$ cat config.mk
export PLATFORM = sky130hd
export DESIGN_NAME = clock_tick_divider
export DESIGN_NICKNAME = d
export VERILOG_FILES = /design/src/rtl/clock_tick_divider.sv
export SDC_FILE = /design/constraint.sdc
export NUM_CORES = 1
export LEC_CHECK = 0
export CORE_ASPECT_RATIO = 1.2
export CORE_MARGIN = 2
export CORE_UTILIZATION = 57
export DETAILED_ROUTE_END_ITERATION = 10
export PLACE_DENSITY_LB_ADDON = 0.1
export SLEW_MARGIN = 15
export SYNTH_ARGS = -nofsm -noshare
export SYNTH_HDL_FRONTEND = slang
export SYNTH_SLANG_ARGS = --single-unit
$ cat constraint.sdc
create_clock -name clock -period 2.2 [get_ports clock]
set_clock_uncertainty 0.1 [all_clocks]
set_input_delay 0.44 -clock clock [delete_from_list [all_inputs] [get_ports clock]]
set_output_delay 0.44 -clock clock [all_outputs]
set_load 0.1 [all_outputs]
$ cat src/rtl/clock_tick_divider.sv
// Programmable tick generator: emits a one-cycle tick every active_div+1 clocks, a toggling
// divided clock, and a running tick count. New divisors are staged in a shadow register.
module clock_tick_divider #(
  parameter int DIV_W     = 16,
  parameter int CNT_W     = 8,
  parameter int RESET_DIV = 1
) (
  input  logic             clock,
  input  logic             reset_n,
  input  logic             enable,
  input  logic [DIV_W-1:0] div_value,
  input  logic             div_load,
  output logic             tick,
  output logic             clk_div,
  output logic             load_ack,
  output logic [CNT_W-1:0] tick_count,
  output logic             running
);

  typedef enum logic [0:0] {
    IDLE = 1'b0,
    RUN  = 1'b1
  } state_t;

  state_t state_r;
  state_t state_nxt_s;

  logic [DIV_W-1:0] counter_r;
  logic [DIV_W-1:0] active_div_r;
  logic [DIV_W-1:0] shadow_r;
  logic             pending_r;

  logic [DIV_W-1:0] counter_nxt_s;
  logic [DIV_W-1:0] active_div_nxt_s;
  logic [DIV_W-1:0] shadow_nxt_s;
  logic             pending_nxt_s;
  logic             tick_nxt_s;
  logic             clk_div_nxt_s;
  logic             load_ack_nxt_s;
  logic [CNT_W-1:0] tick_count_nxt_s;
  logic             running_nxt_s;

  // A load strobe on this edge is folded into the staged value so it can be applied at once.
  logic             pend_eff_s;
  logic [DIV_W-1:0] shadow_eff_s;

  assign pend_eff_s   = pending_r | div_load;
  assign shadow_eff_s = div_load ? div_value : shadow_r;

  // State register
  always_ff @(posedge clock or negedge reset_n) begin
    if (!reset_n) begin
      state_r <= IDLE;
    end else begin
      state_r <= state_nxt_s;
    end
  end

  // Next-state decode: enable alone moves between IDLE and RUN
  always_comb begin
    state_nxt_s = state_r;
    case (state_r)
      IDLE: begin
        if (enable) begin
          state_nxt_s = RUN;
        end else begin
          state_nxt_s = IDLE;
        end
      end
      RUN: begin
        if (enable) begin
          state_nxt_s = RUN;
        end else begin
          state_nxt_s = IDLE;
        end
      end
      default: state_nxt_s = IDLE;
    endcase
  end

  // Next values for the counter, divisor staging and every registered output
  always_comb begin
    counter_nxt_s    = {DIV_W{1'b0}};
    active_div_nxt_s = active_div_r;
    shadow_nxt_s     = shadow_eff_s;
    pending_nxt_s    = pend_eff_s;
    tick_nxt_s       = 1'b0;
    clk_div_nxt_s    = 1'b0;
    load_ack_nxt_s   = 1'b0;
    tick_count_nxt_s = tick_count;
    case (state_r)
      IDLE: begin
        if (pend_eff_s) begin
          active_div_nxt_s = shadow_eff_s;
          pending_nxt_s    = 1'b0;
          load_ack_nxt_s   = 1'b1;
        end else begin
          active_div_nxt_s = active_div_r;
          pending_nxt_s    = 1'b0;
          load_ack_nxt_s   = 1'b0;
        end
      end
      RUN: begin
        if (!enable) begin
          counter_nxt_s = {DIV_W{1'b0}};
          clk_div_nxt_s = 1'b0;
        end else if (counter_r == active_div_r) begin
          // Terminal count: the only point where a staged divisor may take over
          tick_nxt_s       = 1'b1;
          clk_div_nxt_s    = ~clk_div;
          tick_count_nxt_s = tick_count + {{(CNT_W-1){1'b0}}, 1'b1};
          if (pend_eff_s) begin
            active_div_nxt_s = shadow_eff_s;
            pending_nxt_s    = 1'b0;
            load_ack_nxt_s   = 1'b1;
          end else begin
            active_div_nxt_s = active_div_r;
            pending_nxt_s    = 1'b0;
            load_ack_nxt_s   = 1'b0;
          end
        end else begin
          counter_nxt_s = counter_r + {{(DIV_W-1){1'b0}}, 1'b1};
          clk_div_nxt_s = clk_div;
        end
      end
      default: begin
        counter_nxt_s = {DIV_W{1'b0}};
        pending_nxt_s = 1'b0;
      end
    endcase
    running_nxt_s = (state_nxt_s == RUN);
  end

  // Datapath and output registers
  always_ff @(posedge clock or negedge reset_n) begin
    if (!reset_n) begin
      counter_r    <= {DIV_W{1'b0}};
      active_div_r <= DIV_W'(RESET_DIV);
      shadow_r     <= DIV_W'(RESET_DIV);
      pending_r    <= 1'b0;
      tick         <= 1'b0;
      clk_div      <= 1'b0;
      load_ack     <= 1'b0;
      tick_count   <= {CNT_W{1'b0}};
      running      <= 1'b0;
    end else begin
      counter_r    <= counter_nxt_s;
      active_div_r <= active_div_nxt_s;
      shadow_r     <= shadow_nxt_s;
      pending_r    <= pending_nxt_s;
      tick         <= tick_nxt_s;
      clk_div      <= clk_div_nxt_s;
      load_ack     <= load_ack_nxt_s;
      tick_count   <= tick_count_nxt_s;
      running      <= running_nxt_s;
    end
  end

endmodule
==> results of run 1 <==
-- cells by family after synthesis --
kind of cell             synth area share [%]
AO/OA/AOI/OAI                            4.71
adder cells (fa/ha/maj)                 0.778
multiplexers                             11.5
buffers and inverters                    3.23
AND/OR/NAND/NOR                          21.9
XOR/XNOR                                 10.3
flip-flops                               47.5
-- metrics by stage --
step | cell area (µm²) | total power [W]
6_report | 3870 | 0.00262
5_1_grt | 3870 | 0.00276
4_1_cts | 3860 | 0.00264
3_5_place_dp | 3680 | 0.00176
3_3_place_gp | 3680 | 0.00174
2_1_floorplan | 3220 | 0.00159
-- placed cells by master, fill, tap and decap left out, types with 2 or more instances in the layout --
cell type / n
nand3_1: 14
buf_4: 31
nor2_1: 57
nor4_4: 2
buf_12: 3
dfrtp_1: 59
dfstp_2: 2
mux2_2: 32
o221ai_1: 15
nand4_1: 2
clkdlybuf4s50_1: 18
inv_1: 2
clkbuf_8: 11
ha_1: 2
and3_1: 2
xor2_1: 33
nor2b_1: 16
clkinv_2: 5
nor4_2: 4
nand2_1: 22
xnor2_1: 5
nor3_1: 19
-- flip-flops by register name, indices dropped and copies added, names as in the netlist --
register / flops
counter_r: 16
pending_r: 1
tick_count: 8
load_ack: 1
tick: 1
active_div_r: 16
running: 1
clk_div: 1
shadow_r: 16
-- metal layers --
metal	track usage [%]	vias up
li1	-	1175
met1	30.3	1197
met2	38.1	67
met3	6.40	19
met4	11.6	0
met5	0	-
-- report_power, final --
group	internal (W)	leakage (nW)	total (W)	switching [W]
Sequential	0.00122	0.779	0.00130	0.0000875
Combinational	0.000215	0.927	0.000443	0.000228
Clock	0.000460	0.0986	0.000877	0.000418
Total	0.00189	1.80	0.00262	0.000733
-- worst max path at each step --
stage,end,slack [ns],cells after the start
6_report,tick_count[7],0.13,6
5_1_grt,tick_count[4],0.002,6
4_1_cts,tick_count[4],0.07,6
3_5_place_dp,active_div_r[5],0.04,6
3_3_place_gp,active_div_r[6],0.10,7
2_1_floorplan,tick_count[1],0.02,4
-- repair_timing --
item,CTS,global route
setup endpoints to repair,0,9
gates resized for setup,0,2
endpoints found under the hold margin,0,0
-- cell type report --
type / instances / share of cell area [%]
multi-input cells: 234 / 41.3
flip-flops and latches: 61 / 39.5
repair buffers: 53 / 12.4
clock buffers: 11 / 3.91
well taps: 62 / 2.01
clock inverters: 5 / 0.647
inverters: 3 / 0.291
-- critical path, cell delays in order (launching register included) --
cell and delay (ns):
dfrtp_1 0.43, xor2_1 0.16, nor4_1 0.39, nand4_2 0.19
buf_4 0.27, nor4_4 0.30, xor2_1 0.16
==> flow_metrics.tcl, run 1 <==
set metrics [dict create \
    drc 0 \
    grt_pass1_wl_um 11600 \
    pwr_density_cell_nw_per_um2 678 \
    drt_wl_total_um 6800 \
    min_period_ns 2.07 \
    final.setup.tns_ns 0 \
    async_flop_share_pct 100 \
    vdd_drop_max_mv 0.402 \
    slew_violations 0 \
    yosysMostFrequentCell "dfrtp_1" \
    yosysTopAreaCell "dfrtp_1" \
    hold_buffers 0 \
    drt_first_iter_violations 172 \
    fp.dieH_um 86.3 \
    dp.cells 413 \
    end_kind "flop" \
    io_buffer_count 31 \
    routed.top_layer "met4" \
    path_clk_slew_ns 0.07 \
    crit_type "reg -> reg" \
    synth.avg_cell_area_um2 10.1 \
    p_leak_nw 1.80 \
    nFillCells 426 \
    grt_max_degree 62 \
    startpoint "active_div_r[3]" \
    synth_area_um2 3220 \
    maxCapViolCount 0 \
    ios 32 \
    finalSetupViolCount 0 \
    tritoncts "built" \
    h-tree-depth 3 \
    cts_setup_buffers 0 \
    tightest_slew_ns 0.533 \
    antenna_found_initial 0 \
    multi_input_area_um2 1600 \
    final_core_utilization_pct 72.0 \
    grt_use_total_pct 24.0 \
    area_delta_synth_final_pct 20.3 \
    hold_viol 0 \
    synth_cells 317 \
    wl_met3_um 267 \
    synth_edf_count 0 \
    finalNetCount 384 \
    fin_crit_sh_pct 94.2 \
    fp.dieW_um 72.6 \
    avgRoutedWirePerCell_um 15.8 \
    cts_root_buf "clkbuf_8" \
    ys.flop_type "dfrtp_1" \
    synth_nets 339 \
    drt-met1-wl_um 2960 \
    timing.fmax_mhz 483 \
    critPathRequiredTime_ns 2.36 \
    rr_worst_depth 6 \
    final-seq-area_um2 1530 \
    insertion_delay_ns 0.33 \
    dr.pass1.iters 4 \
    hp-class "in -> async" \
    maxSlewHeadroom_pct 64.2 \
    routabilityCongestion 0.778 \
    synth_area_leaders "dfrtp_1 (46%), mux2_2 (11%), xor2_1 (9.0%)" \
    dp_hpwl_um 4630 \
    cts_sinks 61 \
    cts.path.max_buffers 2 \
    core_area_um2 5370 \
    ys_seq_elements 61 \
    layout.cells.non_filler 429 \
    netlist_top_cells_count "dfrtp_1 (59), nor2_1 (57), xor2_1 (33)" \
    outcome "completed" \
    holdWs_ns 0.0110 \
    worst_slack_ns 0.128 \
    start_kind "flop" \
    rsz0062_at_grt "false" \
    antennaDiodeCount 0 \
    drive_above_1_share_pct 25.1 \
    synth_top_area_share_pct 45.9 \
    yosysWarnings 0 \
    start_util_pct 59.9 \
    worstPathArrival_ns 2.23 \
    vias 2458 \
    crit-reg2reg-launch "active_div_r[3]" \
    ff2ff_setup_slack_ns 0.13 \
    ys_seq_area_share_pct 47.5 \
    ant_nets 0 \
    die_area_um2 6260 \
    pre_cts_ws_ns 0.0440 \
    grt_pass1_vias 2531 \
    cp_max_fo 16 \
    ys_types 31 \
    row_count 29 \
    met2_length_um 3410 \
    overflow 0 \
    vias_per_cell 5.73 \
    crit-reg2reg-capture "tick_count[7]" \
    cts_buffers 9 \
]
Note: power is estimated with default switching activity, not from simulation.
==> run 2: changes to the inputs <==
--- a/config.mk
+++ b/config.mk
@@ -5,10 +5,12 @@
 export SDC_FILE = /design/constraint.sdc
 export NUM_CORES = 1
 export LEC_CHECK = 0
+export ABC_AREA = 1
 export CORE_ASPECT_RATIO = 1.2
 export CORE_MARGIN = 2
-export CORE_UTILIZATION = 57
+export CORE_UTILIZATION = 60
 export DETAILED_ROUTE_END_ITERATION = 10
+export DONT_BUFFER_PORTS = 1
 export PLACE_DENSITY_LB_ADDON = 0.1
 export SLEW_MARGIN = 15
 export SYNTH_ARGS = -nofsm -noshare
==> flow_metrics.tcl, run 2 <==
set metrics [dict create \
    synthMuxAreaShare_pct 0 \
    tritoncts "built" \
    path_clk_slew_ns 0.07 \
    grt_pass1_vias 2253 \
    worstPathArrival_ns 2.05 \
    dp_hpwl_um 4100 \
    min_period_ns 1.88 \
    synth-simple-area-share_pct 34.7 \
    ys_types 30 \
    drt_wl_total_um 5790 \
    synth_area_um2 2970 \
    yosysTopAreaCell "dfrtp_1" \
    vdd_drop_max_mv 0.552 \
    cts_root_buf "clkbuf_8" \
    yosysMostFrequentCell "nand2_1" \
    finalSetupViolCount 0 \
    synth_cells 382 \
    synth_compound_area_share_pct 2.28 \
    cts_buffers 9 \
    grt_max_degree 62 \
    fp.dieH_um 81.0 \
    ys_seq_elements 61 \
    cts_setup_buffers 0 \
    synth.avg_cell_area_um2 7.77 \
    synth_top_family_by_area "simple AND/OR/NAND/NOR gates" \
    antenna_found_initial 0 \
    area_delta_synth_final_pct 12.1 \
    pwr_density_cell_nw_per_um2 801 \
    hp-start "enable" \
    synth_area_leaders "dfrtp_1 (50%), nand2_1 (21%), inv_1 (4.6%)" \
    ff2ff_setup_slack_ns 0.32 \
    final.setup.tns_ns 0 \
    rsz0062_at_grt "false" \
    drive_above_1_share_pct 11.7 \
    ant_nets 0 \
    tightest_slew_ns 0.576 \
    hold_viol 0 \
    layout_commonest_cell "nand2_1" \
    holdPathStages 0 \
    ctsResizeCount 0 \
    rr_worst_depth 10 \
    h-tree-depth 3 \
    routabilityCongestion 0.818 \
    async_flop_share_pct 100 \
    slew_violations 0 \
    core_area_um2 4830 \
    overflow 0 \
    maxCapViolCount 0 \
    fp.dieW_um 68.2 \
    finalNetCount 420 \
    netlist_top_cells_count "nand2_1 (167), dfrtp_1 (59), inv_1 (36)" \
    p_total_w 0.00266 \
    avgRoutedWirePerCell_um 12.5 \
    antennaDiodeCount 0 \
    yosysWarnings 0 \
    crit-reg2reg-launch "active_div_r[0]" \
    synth_xor_area_share_pct 2.95 \
    critPathRequiredTime_ns 2.38 \
    hold_end "running" \
    io_buffer_count 0 \
    synth_adder_area_share_pct 0.843 \
    reg.largest.list "active_div_r x16, counter_r x16, shadow_r x16" \
    crit_type "reg -> reg" \
    insertion_delay_ns 0.34 \
    synth_nets 404 \
    hp-class "in -> reg" \
    outcome "completed" \
    layout_common_cells "nand2_1 (167), dfrtp_1 (59), inv_1 (36)" \
    vias_per_cell 5.15 \
    p_leak_nw 1.76 \
    row_count 28 \
    drt_first_iter_violations 158 \
    end_kind "flop" \
    start_util_pct 61.4 \
    synth_edf_count 0 \
    cts.path.max_buffers 2 \
    synth_top_area_share_pct 49.7 \
    timing.fmax_mhz 533 \
    cp_max_fo 8 \
    drc 0 \
    maxSlewHeadroom_pct 61.5 \
    crit-reg2reg-capture "tick_count[3]" \
    fin_crit_sh_pct 85.2 \
    grt_use_total_pct 24.4 \
    ios 32 \
    grt_pass1_wl_um 10000 \
    ys_seq_area_share_pct 51.5 \
    ys.flop_type "dfrtp_1" \
    dr.pass1.iters 4 \
    start_kind "flop" \
    die_area_um2 5530 \
    vias 2386 \
    cts_sinks 61 \
    hold_buffers 2 \
]
## run 2: changes by cell type in the layout (fill, tap and decap cells not counted), sizes merged, moves of 14 or more
cell,change
nand4,+15
nor2,-24
o221ai,-15
xor2,-29
inv,+43
nor2b,-16
nor3,-14
nand2,+147
mux2,-32
clkdlybuf4s50,-18
buf,-21
## run 2: cell families after synthesis
| family | count (synthesis) |
|---|---|
| fa+ha+maj | 2 |
| flops | 61 |
| simple gates | 240 |
| compound gates | 13 |
| xor+xnor | 10 |
| buf+inv | 56 |
## run 2: metal layers
layer | share of wire (%) | track usage, %
met3 | 4.3 | 6.37
met1 | 48 | 33.5
met5 | 0 | 0
met4 | 1.8 | 10.4
met2 | 46 | 36.7
## run 2: final cells by class
cell class | instances | area [µm²]
Clock inverter | 4 | 47.5
Multi-Input combinational cell | 265 | 1210
Fill cell | 412 | 1510
Sequential cell | 61 | 1530
Timing Repair Buffer | 15 | 135
Inverter | 46 | 173
Clock buffer | 12 | 155
Tap cell | 60 | 75.1
## run 2: critical path: stages, from the launching register on
cell,delay [ns]
dfstp_2,0.54
inv_1,0.04
nand2_1,0.05
nand2_1,0.05
nor2_1,0.09
nand2_1,0.09
nor2_4,0.12
nand3_1,0.29
inv_1,0.28
nand3b_1,0.11
nand2_1,0.06
## run 2: power by group
group / total (W) / leakage (nW) / switching [W] / internal (W)
registers: 0.00128 / 0.791 / 0.0000648 / 0.00122
logic: 0.000366 / 0.868 / 0.000254 / 0.000112
clock network: 0.00102 / 0.102 / 0.000435 / 0.000581
## run 2: worst max-delay path by stage
stage / from / to / slack [ns] / depth (start not counted)
2_1_floorplan: running / active_div_r[10] / 0.14 / 4
3_3_place_gp: active_div_r[0] / tick_count[5] / 0.38 / 10
3_5_place_dp: active_div_r[0] / tick_count[5] / 0.35 / 10
4_1_cts: active_div_r[0] / tick_count[3] / 0.34 / 10
5_1_grt: counter_r[9] / tick_count[7] / 0.14 / 10
6_report: active_div_r[0] / tick_count[3] / 0.32 / 10
## run 2: per-stage QoR
stage | hold slack, ns | setup slack (ns) | cells | area (µm²) | util, %
after floorplan | 0.0444 | 0.136 | 382 | 2970 | -
after global placement | 0.0458 | 0.384 | 445 | 3090 | 63.8
after detailed placement | 0.0458 | 0.348 | 445 | 3090 | 63.8
after CTS | 0.0202 | 0.340 | 463 | 3330 | 68.8
after global routing | 0.00696 | 0.143 | 463 | 3330 | 68.8
final | 0.0289 | 0.325 | 463 | 3330 | 68.8
